`src/rtl/rotation_amount_finder.sv`:
```
// rotation_amount_finder
//   Sequential inverse of the combinational rotator. Given an original word
//   and a rotated word, it finds the smallest rotation amount in the selected
//   direction that maps the original onto the rotated word. One candidate
//   amount is tested per clock.
//
// Ports
//   clk     : clock, rising edge
//   rst_n   : asynchronous active-low reset
//   start   : request a search (sampled only while idle)
//   a       : original word, sampled with start
//   y       : rotated word, sampled with start
//   rsh     : 1 = find left-rotation amount, 0 = find right-rotation amount
//   busy    : high while searching
//   done    : one-cycle pulse when the result is valid
//   found   : last search succeeded
//   shifts  : last rotation amount found (0 when found = 0)
module rotation_amount_finder #(
   parameter  int WIDTH = 8,
   localparam int CW    = $clog2(WIDTH)
) (
   input  logic             clk,
   input  logic             rst_n,
   input  logic             start,
   input  logic [WIDTH-1:0] a,
   input  logic [WIDTH-1:0] y,
   input  logic             rsh,
   output logic             busy,
   output logic             done,
   output logic             found,
   output logic [CW-1:0]    shifts
);

   typedef enum logic [1:0] {
      S_IDLE   = 2'd0,
      S_SEARCH = 2'd1,
      S_DONE   = 2'd2
   } state_t;

   state_t           state_q;
   logic [WIDTH-1:0] cand_q;
   logic [WIDTH-1:0] tgt_q;
   logic             dir_q;
   logic [CW-1:0]    k_q;
   logic             found_q;
   logic [CW-1:0]    shifts_q;

   // Candidate advanced by one position in the latched direction.
   logic [WIDTH-1:0] cand_d;
   logic             last_k;

   always_comb begin
      if (dir_q)
         cand_d = {cand_q[WIDTH-2:0], cand_q[WIDTH-1]};
      else
         cand_d = {cand_q[0], cand_q[WIDTH-1:1]};
   end

   // The last amount is tested before giving up, so k never wraps.
   assign last_k = (k_q == CW'(WIDTH - 1));

   always_ff @(posedge clk or negedge rst_n) begin
      if (!rst_n) begin
         state_q  <= S_IDLE;
         cand_q   <= '0;
         tgt_q    <= '0;
         dir_q    <= 1'b0;
         k_q      <= '0;
         found_q  <= 1'b0;
         shifts_q <= '0;
      end else begin
         case (state_q)
            S_IDLE: begin
               if (start) begin
                  cand_q  <= a;
                  tgt_q   <= y;
                  dir_q   <= rsh;
                  k_q     <= '0;
                  state_q <= S_SEARCH;
               end
            end
            S_SEARCH: begin
               // Testing amounts in increasing order makes the first hit
               // the smallest matching amount.
               if (cand_q == tgt_q) begin
                  found_q  <= 1'b1;
                  shifts_q <= k_q;
                  state_q  <= S_DONE;
               end else if (last_k) begin
                  found_q  <= 1'b0;
                  shifts_q <= '0;
                  state_q  <= S_DONE;
               end else begin
                  cand_q <= cand_d;
                  k_q    <= k_q + 1'b1;
               end
            end
            S_DONE: begin
               state_q <= S_IDLE;
            end
            default: begin
               state_q <= S_IDLE;
            end
         endcase
      end
   end

   assign busy   = (state_q == S_SEARCH);
   assign done   = (state_q == S_DONE);
   assign found  = found_q;
   assign shifts = shifts_q;

endmodule

```
`config.mk`:
```
export PLATFORM = sky130hd
export DESIGN_NAME = rotation_amount_finder
export DESIGN_NICKNAME = d
export VERILOG_FILES = /design/src/rtl/rotation_amount_finder.sv
export SDC_FILE = /design/constraint.sdc
export NUM_CORES = 1
export LEC_CHECK = 0
export CAP_MARGIN = 15
export CORE_MARGIN = 3
export CORE_UTILIZATION = 61
export DETAILED_ROUTE_END_ITERATION = 6
export DONT_BUFFER_PORTS = 1
export GPL_TIMING_DRIVEN = 0
export PLACE_DENSITY_LB_ADDON = 0.05
export SETUP_SLACK_MARGIN = 0.15
export SLEW_MARGIN = 0
export SYNTH_ARGS = -nofsm -noshare
export SYNTH_HDL_FRONTEND = slang
export SYNTH_SLANG_ARGS = --single-unit
```
`constraint.sdc`:
```
create_clock -name clk -period 1.7 [get_ports clk]
set_input_delay 0.17 -clock clk [delete_from_list [all_inputs] [get_ports clk]]
set_output_delay 0.17 -clock clk [all_outputs]
set_load 0.01 [all_outputs]
```
==> results.sh, run 1 <==
export IMPL_status="complete, but fails checks"
export IMPL_violations="setup timing"
export IMPL_initial_core_util_pct=68.69
export IMPL_synth_seq_area_share_pct=45.06
export IMPL_cp_required_ps=1970
export IMPL_post_route_worst_setup_slack_ps=-10.67
export IMPL_grt_max_degree=27
export IMPL_cts_root_buf="clkbuf_4"
export IMPL_place_area_um2=1479
export IMPL_die_area_um2=2987
export IMPL_synth_nets=180
export IMPL_port_buffers=0
export IMPL_rsz0062_at_grt="yes"
export IMPL_critPathMaxFanout=10
export IMPL_rows=16
export IMPL_chipHeight_um=54.65
export IMPL_io_pins=26
export IMPL_die_x_um=54.65
export IMPL_yosys_area_top_type_share_pct=45.06
export IMPL_clock_path_buffers=2
export IMPL_synth_largest_area_cell="dfrtp_1"
export IMPL_place_congestion=0.8876
export IMPL_ant_nets=0
export IMPL_cts_inserted_buffers=3
export IMPL_max_slew_worst_pin_slew_ps=355.6
export IMPL_cpMaxStageDelayCell="dfrtp_1"
export IMPL_cts_sinks=26
export IMPL_min_period_ps=1711
export IMPL_synth_edf_count=0
export IMPL_routedWlPerCell_um=17.92
export IMPL_p_leak_nw=0.8191
export IMPL_grt_ovfl_total=0
export IMPL_grt_pass1_vias=1282
export IMPL_syn_to_final_growth_pct=24.96
export IMPL_post_dp_hpwl_um=2301
export IMPL_drv_slew=0
export IMPL_critical_path_buf_inv_count=1
export IMPL_start_kind="flop"
export IMPL_synth_area_um2=1444
export IMPL_slew_headroom_pct=76.29
export IMPL_viasPerCell=6.199
export IMPL_max_cap_violations=0
export IMPL_cts_htree_levels=1
export IMPL_clock_skew_ps=7.815
export IMPL_setup_viol=1
export IMPL_min_path_type="in2reg"
export IMPL_hold_viol=0
export IMPL_yosys_cell_count_top_type="nand2_1"
export IMPL_fin_nets=213
export IMPL_synth_async_reset_ratio_pct=100.0
export IMPL_utilization_pct=85.83
export IMPL_grtUsageTotal_pct=27.22
export IMPL_clkTransAtPathRegs_ps=140
export IMPL_vdd_ir_drop_max_uv=1368
export IMPL_insertion_delay_ps=330
export IMPL_worst_setup_path_type="reg2reg"
export IMPL_arrival_ps=1980
export IMPL_num_vias=1339
export IMPL_drt_wl_total_um=3871
export IMPL_netlist_instances=158
export IMPL_fmax_mhz=584.6
export IMPL_path_cells="xnor2_1 > nand4_1 > buf_4 > nor3_1 > a311o_1"
export IMPL_yosysWarnings=0
export IMPL_dp_worst_setup_slack_ps=-50.33
export IMPL_drt_pass1_iter_count=4
export IMPL_drive_gt1_share_pct=19.05
export IMPL_netlist_top_cells_count="nand2_1 (43), dfrtp_1 (26), mux2i_1 (11), nor3_1 (11), o21ai_0 (9)"
export IMPL_drt_iter0_markers=60
export IMPL_crit_family="simple AND/OR/NAND/NOR gates"
export IMPL_antenna_found_initial=0
export IMPL_cts_tree="done"
export IMPL_cellPowerDensity_nw_per_um2=2022
export IMPL_yosysUniqueCellTypes=22
export IMPL_ys_flop_type="dfrtp_1"
export IMPL_route_detailed_drc=0
export IMPL_syn_avg_cell_area_um2=9.139
export IMPL_finalInstanceArea_um2=1804
export IMPL_synth_area_leaders="dfrtp_1 (45%), nand2_1 (11%), mux2i_1 (7.6%)"
export IMPL_core_um2=2102
export IMPL_slowest_delay_ps=440
export IMPL_cp_end_kind="flop"
export IMPL_num_antenna_cells=0
export IMPL_ys_ff_latch=26
export IMPL_grt_pass1_wl_um=5816
export IMPL_layout_worst_path_cycle_share_pct=100.6
-- cells by family (layout without fill, tap and decap cells) --
logic type / count (synthesis) / count (layout) / share of synthesized area (%)
buffers and inverters: 14 / 45 / 3.986
XOR/XNOR: 8 / 8 / 4.853
AND/OR/NAND/NOR: 73 / 73 / 25.82
adder cells (fa/ha/maj): 2 / 2 / 1.733
multiplexers: 11 / 11 / 7.626
flip-flops: 26 / 26 / 45.06
AO/OA/AOI/OAI: 24 / 24 / 10.92
-- cell usage in the layout (no fill, tap or decap), types with 4 or more instances in the layout --
cell type	count
clkbuf_2	4
o21ai_0	6
buf_4	17
inv_1	4
o21ai_1	4
or4bb_1	8
mux2i_1	11
xnor2_1	8
clkbuf_4	4
dlygate4sd3_1	10
nor3_1	10
nand2_1	43
dfrtp_1	26
o211ai_1	8
and2_1	4
-- per-layer routing --
layer | wire, um | GRT usage [%] | vias up | part of all wire [%]
li1 | - | - | 610 | -
met1 | 1513 | 35.11 | 638 | 39
met2 | 1873 | 46.46 | 83 | 48
met3 | 425 | 7.357 | 8 | 11
met4 | 58 | 3.320 | 0 | 1.5
met5 | 0 | 0 | - | 0
-- power by group --
part	leakage, nW	switching, mW	internal [mW]	total, mW
Sequential	0.313	0.255	0.926	1.18
Combinational	0.493	1.18	1.02	2.20
Clock	0.0138	0.180	0.0833	0.263
-- path summary, 6_finish.rpt --
kind	cells past startpoint	slack [ps]	endpoint	startpoint
setup / recovery	5	-10	shifts[0]	tgt_q[6]
hold / removal	3	70	cand_q[7]	start
setup reg to reg	5	-10	shifts[0]	tgt_q[6]
hold reg to reg	2	510	tgt_q[2]	tgt_q[2]
max in group asynchronous	2	1250	dir_q	rst_n
min in group asynchronous	2	290	k_q[2]	rst_n
-- worst reg2reg max path: cells and delay by family, from the launching register on --
family          cells  cell delay (ps)
buf+inv             1              260
simple gates        2              530
flops               1              440
xor+xnor            1              260
compound gates      1              160
-- through the flow --
step | std cells | setup TNS (ps) | total power, mW | hold slack (ps)
3_5_place_dp | 185 | -102.3 | 2.776 | -124.9
2_1_floorplan | 158 | 0 | 2.412 | -125.6
5_1_grt | 216 | -155.7 | 3.918 | 68.60
4_1_cts | 211 | 0 | 3.267 | 72.08
3_3_place_gp | 185 | 0 | 2.657 | -125.0
6_report | 216 | -10.67 | 3.648 | 74.00
-- state kept, by name (all words and copies together) (netlist names) --
name	flops
found	1
tgt_q	8
shifts	3
dir_q	1
k_q	3
cand_q	8
state_q	2
-- timing repair --
action,in CTS,in global routing
gates resized for setup,2,24
hold buffers,11,0
pin swaps,5,13
endpoints found under the hold margin,35,0
buffers inserted,12,5
setup endpoints to repair,15,27
-- cell type report --
cell class / instances / area, um^2
Buffer: 10 / 60.06
Clock buffer: 3 / 22.52
Fill cell: 115 / 297.8
Inverter: 4 / 15.01
Multi-Input combinational cell: 118 / 770.7
Sequential cell: 26 / 650.6
Tap cell: 27 / 33.78
Timing Repair Buffer: 28 / 251.5
Note: power is estimated with default switching activity, not from simulation.
==> inputs of run 2 (changes only) <==
--- a/config.mk
+++ b/config.mk
@@ -7,12 +7,12 @@
 export LEC_CHECK = 0
 export CAP_MARGIN = 15
 export CORE_MARGIN = 3
-export CORE_UTILIZATION = 61
+export CORE_UTILIZATION = 55
 export DETAILED_ROUTE_END_ITERATION = 6
 export DONT_BUFFER_PORTS = 1
 export GPL_TIMING_DRIVEN = 0
+export HOLD_SLACK_MARGIN = 0.15
 export PLACE_DENSITY_LB_ADDON = 0.05
-export SETUP_SLACK_MARGIN = 0.15
 export SLEW_MARGIN = 0
 export SYNTH_ARGS = -nofsm -noshare
 export SYNTH_HDL_FRONTEND = slang
==> results.sh, run 2 (synthesis results as in run 1) <==
export IMPL_cts_sinks=26
export IMPL_cellPowerDensity_nw_per_um2=1852
export IMPL_slowest_delay_ps=460
export IMPL_min_path_type="in2async"
export IMPL_grtUsageTotal_pct=22.78
export IMPL_fmax_mhz=617.5
export IMPL_path_cells="xnor2_1 > nand4_1 > or2_4 > a311o_1"
export IMPL_crit_family="simple AND/OR/NAND/NOR gates"
export IMPL_dp_worst_setup_slack_ps=-120.6
export IMPL_dp_cells=186
export IMPL_slew_headroom_pct=69.88
export IMPL_cts_htree_levels=1
export IMPL_num_antenna_cells=0
export IMPL_fin_nets=205
export IMPL_clkTransAtPathRegs_ps=150
export IMPL_utilization_pct=74.28
export IMPL_drt_pass1_iter_count=4
export IMPL_ff2ff_path_depth=4
export IMPL_cts_tree="done"
export IMPL_grt_max_degree=27
export IMPL_insertion_delay_ps=330
export IMPL_post_route_worst_setup_slack_ps=80.67
export IMPL_antenna_found_initial=0
export IMPL_max_cap_violations=0
export IMPL_worst_setup_path_type="reg2reg"
export IMPL_min_period_ps=1619
export IMPL_status="completed"
export IMPL_reg_largest_list="cand_q x8, tgt_q x8"
export IMPL_port_buffers=0
export IMPL_grt_pass1_vias=1275
export IMPL_chipHeight_um=57.24
export IMPL_initial_core_util_pct=61.71
export IMPL_arrival_ps=1850
export IMPL_drive_gt1_share_pct=8.242
export IMPL_viasPerCell=5.976
export IMPL_grt_pass1_wl_um=5885
export IMPL_clock_path_buffers=2
export IMPL_critical_path_buf_inv_count=0
export IMPL_cpMaxStageDelayCell="dfrtp_1"
export IMPL_post_dp_hpwl_um=2345
export IMPL_drv_slew=0
export IMPL_vdd_ir_drop_max_uv=1168
export IMPL_hold_viol=0
export IMPL_fin_tns_setup_ps=0
export IMPL_routedWlPerCell_um=16.39
export IMPL_core_um2=2340
export IMPL_rsz0062_at_grt="yes"
export IMPL_p_leak_nw=0.7561
export IMPL_power_mw=3.218
export IMPL_cp_required_ps=1930
export IMPL_drt_iter0_markers=45
export IMPL_route_detailed_drc=0
export IMPL_fill_cells=173
export IMPL_max_slew_worst_pin_slew_ps=451.7
export IMPL_grt_ovfl_total=0
export IMPL_layout_commonest_cell="nand2_1"
export IMPL_rows=17
export IMPL_place_area_um2=1479
export IMPL_die_area_um2=3276
export IMPL_ant_nets=0
export IMPL_start_kind="flop"
export IMPL_place_congestion=0.8760
export IMPL_die_x_um=57.24
export IMPL_cts_root_buf="clkbuf_4"
export IMPL_holdWs_ps=248.6
export IMPL_cp_num_cells=4
export IMPL_critPathMaxFanout=5
export IMPL_finalInstanceArea_um2=1738
export IMPL_setup_viol=0
export IMPL_layout_worst_path_cycle_share_pct=95.25
export IMPL_drt_wl_total_um=3441
export IMPL_cts_inserted_buffers=3
export IMPL_instances_no_fill=210
export IMPL_clock_skew_ps=6.467
export IMPL_num_vias=1255
export IMPL_syn_to_final_growth_pct=20.36
export IMPL_layout_common_cells="nand2_1 (43), dfrtp_1 (25), dlygate4sd3_1 (19)"
export IMPL_cp_end_kind="flop"
export IMPL_io_pins=26
-- run 2: area by class of cell --
class / count / area, um^2 / area share (%)
Multi-Input combinational cell: 118 / 743.2 / 42.76
Buffer: 9 / 38.79 / 2.232
Tap cell: 28 / 35.03 / 2.016
Sequential cell: 26 / 651.9 / 37.51
Clock buffer: 4 / 36.28 / 2.088
Timing Repair Buffer: 21 / 217.7 / 12.53
Inverter: 4 / 15.01 / 0.8639
-- run 2: metal layers --
layer / vias up / global-route usage (%) / wire (um)
met4: 0 / 8.609 / 47
met1: 607 / 30.03 / 1515
met2: 46 / 38.50 / 1668
met3: 7 / 2.489 / 209
met5: - / 0 / 0
li1: 595 / - / -
-- run 2: power by group --
group | total (mW) | switching, mW | leakage [nW] | internal [mW]
Sequential | 1.23 | 0.304 | 0.311 | 0.928
Combinational | 1.66 | 0.929 | 0.424 | 0.732
Clock | 0.326 | 0.195 | 0.0210 | 0.131
-- run 2: path summary, 6_finish.rpt --
path	startpoint	to	slack, ps
setup / recovery	cand_q[6]	shifts[2]	80
hold / removal	rst_n	cand_q[6]	250
setup reg to reg	cand_q[6]	shifts[2]	80
hold reg to reg	tgt_q[7]	tgt_q[7]	520
max in group asynchronous	rst_n	cand_q[5]	1290
min in group clk	start	tgt_q[4]	320
-- run 2: what timing repair did --
action / 4_1_cts / 5_1_grt
endpoints found under the setup margin: 12 / 14
resized for setup: 1 / 4
hold endpoints to repair: 43 / 0
hold buffers: 20 / 0
pin swaps: 0 / 4
buffers inserted: 0 / 1
==> inputs of run 3 (changes only) <==
--- a/config.mk
+++ b/config.mk
@@ -11,9 +11,9 @@
 export DETAILED_ROUTE_END_ITERATION = 6
 export DONT_BUFFER_PORTS = 1
 export GPL_TIMING_DRIVEN = 0
-export HOLD_SLACK_MARGIN = 0.15
 export PLACE_DENSITY_LB_ADDON = 0.05
 export SLEW_MARGIN = 0
 export SYNTH_ARGS = -nofsm -noshare
 export SYNTH_HDL_FRONTEND = slang
 export SYNTH_SLANG_ARGS = --single-unit
+export TNS_END_PERCENT = 30
==> results.sh, run 3 (synthesis results as in run 1) <==
export IMPL_cpMaxStageDelayCell="dfrtp_1"
export IMPL_cts_root_buf="clkbuf_4"
export IMPL_cts_tree="done"
export IMPL_hold_viol=0
export IMPL_power_mw=3.183
export IMPL_grt_pass1_vias=1220
export IMPL_hold_depth=3
export IMPL_viasPerCell=6.124
export IMPL_route_detailed_drc=0
export IMPL_min_from="start"
export IMPL_fmax_mhz=622.0
export IMPL_status="completed"
export IMPL_utilization_pct=70.43
export IMPL_layout_commonest_cell="nand2_1"
export IMPL_start_kind="flop"
export IMPL_fin_tns_setup_ps=0
export IMPL_chipHeight_um=57.24
export IMPL_intPower_mw=1.777
export IMPL_drt_pass1_iter_count=4
export IMPL_place_congestion=0.8760
export IMPL_dp_worst_setup_slack_ps=-120.6
export IMPL_clkPwrFrac_pct=10.1
export IMPL_instances_no_fill=201
export IMPL_drv_slew=0
export IMPL_slew_headroom_pct=69.44
export IMPL_path_cells="ha_1 > ha_2 > nor2_1 > o21a_2 > o211ai_1"
export IMPL_comb_power_share_pct=51.3
export IMPL_critPathMaxFanout=10
export IMPL_dp_cells=186
export IMPL_insertion_delay_ps=330
export IMPL_syn_to_final_growth_pct=14.12
export IMPL_r2r_end="cand_q[6]"
export IMPL_clock_path_buffers=2
export IMPL_grtUsageTotal_pct=22.02
export IMPL_grt_max_degree=27
export IMPL_slowest_delay_ps=440
export IMPL_initial_core_util_pct=61.71
export IMPL_switching_power_mw=1.407
export IMPL_io_pins=26
export IMPL_arrival_ps=1820
export IMPL_num_vias=1231
export IMPL_p_leak_nw=0.7187
export IMPL_grt_ovfl_total=0
export IMPL_cellPowerDensity_nw_per_um2=1932
export IMPL_drt_wl_total_um=3342
export IMPL_ant_nets=0
export IMPL_fin_nets=196
export IMPL_drt_iter0_markers=62
export IMPL_post_route_worst_setup_slack_ps=92.27
export IMPL_min_to="cand_q[7]"
export IMPL_vdd_ir_drop_max_uv=1159
export IMPL_cp_required_ps=1910
export IMPL_cp_end_kind="flop"
export IMPL_rows=17
export IMPL_die_x_um=57.24
export IMPL_max_cap_violations=0
export IMPL_grt_pass1_wl_um=5664
export IMPL_max_slew_worst_pin_slew_ps=458.4
export IMPL_p_sw_share_pct=44.19
export IMPL_clkTransAtPathRegs_ps=150
export IMPL_core_um2=2340
export IMPL_cts_inserted_buffers=3
export IMPL_clock_skew_ps=5.309
export IMPL_port_buffers=0
export IMPL_num_antenna_cells=0
export IMPL_layout_worst_path_cycle_share_pct=94.57
export IMPL_post_dp_hpwl_um=2345
export IMPL_reg_largest_list="cand_q x8, tgt_q x8"
export IMPL_routedWlPerCell_um=16.63
export IMPL_setup_viol=0
export IMPL_ff2ff_path_depth=5
export IMPL_layout_common_cells="nand2_1 (43), dfrtp_1 (25), mux2i_1 (11), nor3_1 (11), dlygate4sd3_1 (10)"
export IMPL_reg2reg_setup_slack_ps=90
export IMPL_seqPwrFrac_pct=38.6
export IMPL_cts_htree_levels=1
export IMPL_die_area_um2=3276
export IMPL_drive_gt1_share_pct=8.671
export IMPL_cts_sinks=26
export IMPL_min_path_type="in2reg"
export IMPL_r2r_start="k_q[0]"
export IMPL_min_period_ps=1608
export IMPL_worst_setup_path_type="reg2reg"
export IMPL_antenna_found_initial=0
export IMPL_rsz0062_at_grt="yes"
-- run 3: power groups by stage --
stage          clock network (mW)  logic, mW  registers (mW)
2_1_floorplan                   0       1.26            1.15
3_3_place_gp                    0       1.46            1.23
3_5_place_dp                    0       1.54            1.24
4_1_cts                     0.324       1.59            1.22
5_1_grt                     0.348       1.84            1.27
6_report                    0.321       1.63            1.23
-- run 3: routing by layer --
metal	part of all wire (%)	GRT usage [%]	routed length (um)	vias to the layer above
met4	0.93	8.940	31	0
met3	5.8	2.941	193	4
li1	-	-	-	579
met1	45	28.74	1505	602
met5	0	0	0	-
met2	48	36.87	1612	46
-- run 3: stage by stage --
step	area, um^2	hold slack [ps]
after floorplan	1444	-125.6
after global placement	1479	-125.0
after detailed placement	1479	-125.0
after CTS	1633	66.33
after global routing	1648	83.23
final	1648	70.63
-- run 3: critical path: cells and delay by family (launching register included) --
kind	cells	cell delay, ps
adders and majority gates	2	460
DFF	1	440
AOI/OAI and AO/OA	2	400
and+or+nand+nor	1	190
-- run 3: timing repair --
item,in CTS,in global routing
endpoints found under the hold margin,35,0
setup endpoints to repair,12,14
hold buffers,11,0
gates resized for setup,1,3
buffers inserted,0,1
pin swaps,0,7
-- run 3: layout make-up --
| cell class | count | area [um^2] |
|---|---|---|
| Inverter | 4 | 15.01 |
| Buffer | 9 | 38.79 |
| Clock buffer | 4 | 36.28 |
| Sequential cell | 26 | 651.9 |
| Timing Repair Buffer | 12 | 127.6 |
| Tap cell | 28 | 35.03 |
| Multi-Input combinational cell | 118 | 743.2 |
| Fill cell | 183 | 691.9 |
-- run 3: how the worst max path moves through the flow --
stage,cells past startpoint,to,start
finish,5,cand_q[6],k_q[0]
global route,5,k_q[1],cand_q[0]
CTS,5,k_q[0],k_q[0]
detailed placement,6,cand_q[0],k_q[0]
global placement,6,cand_q[1],k_q[0]
floorplan,6,cand_q[0],k_q[0]
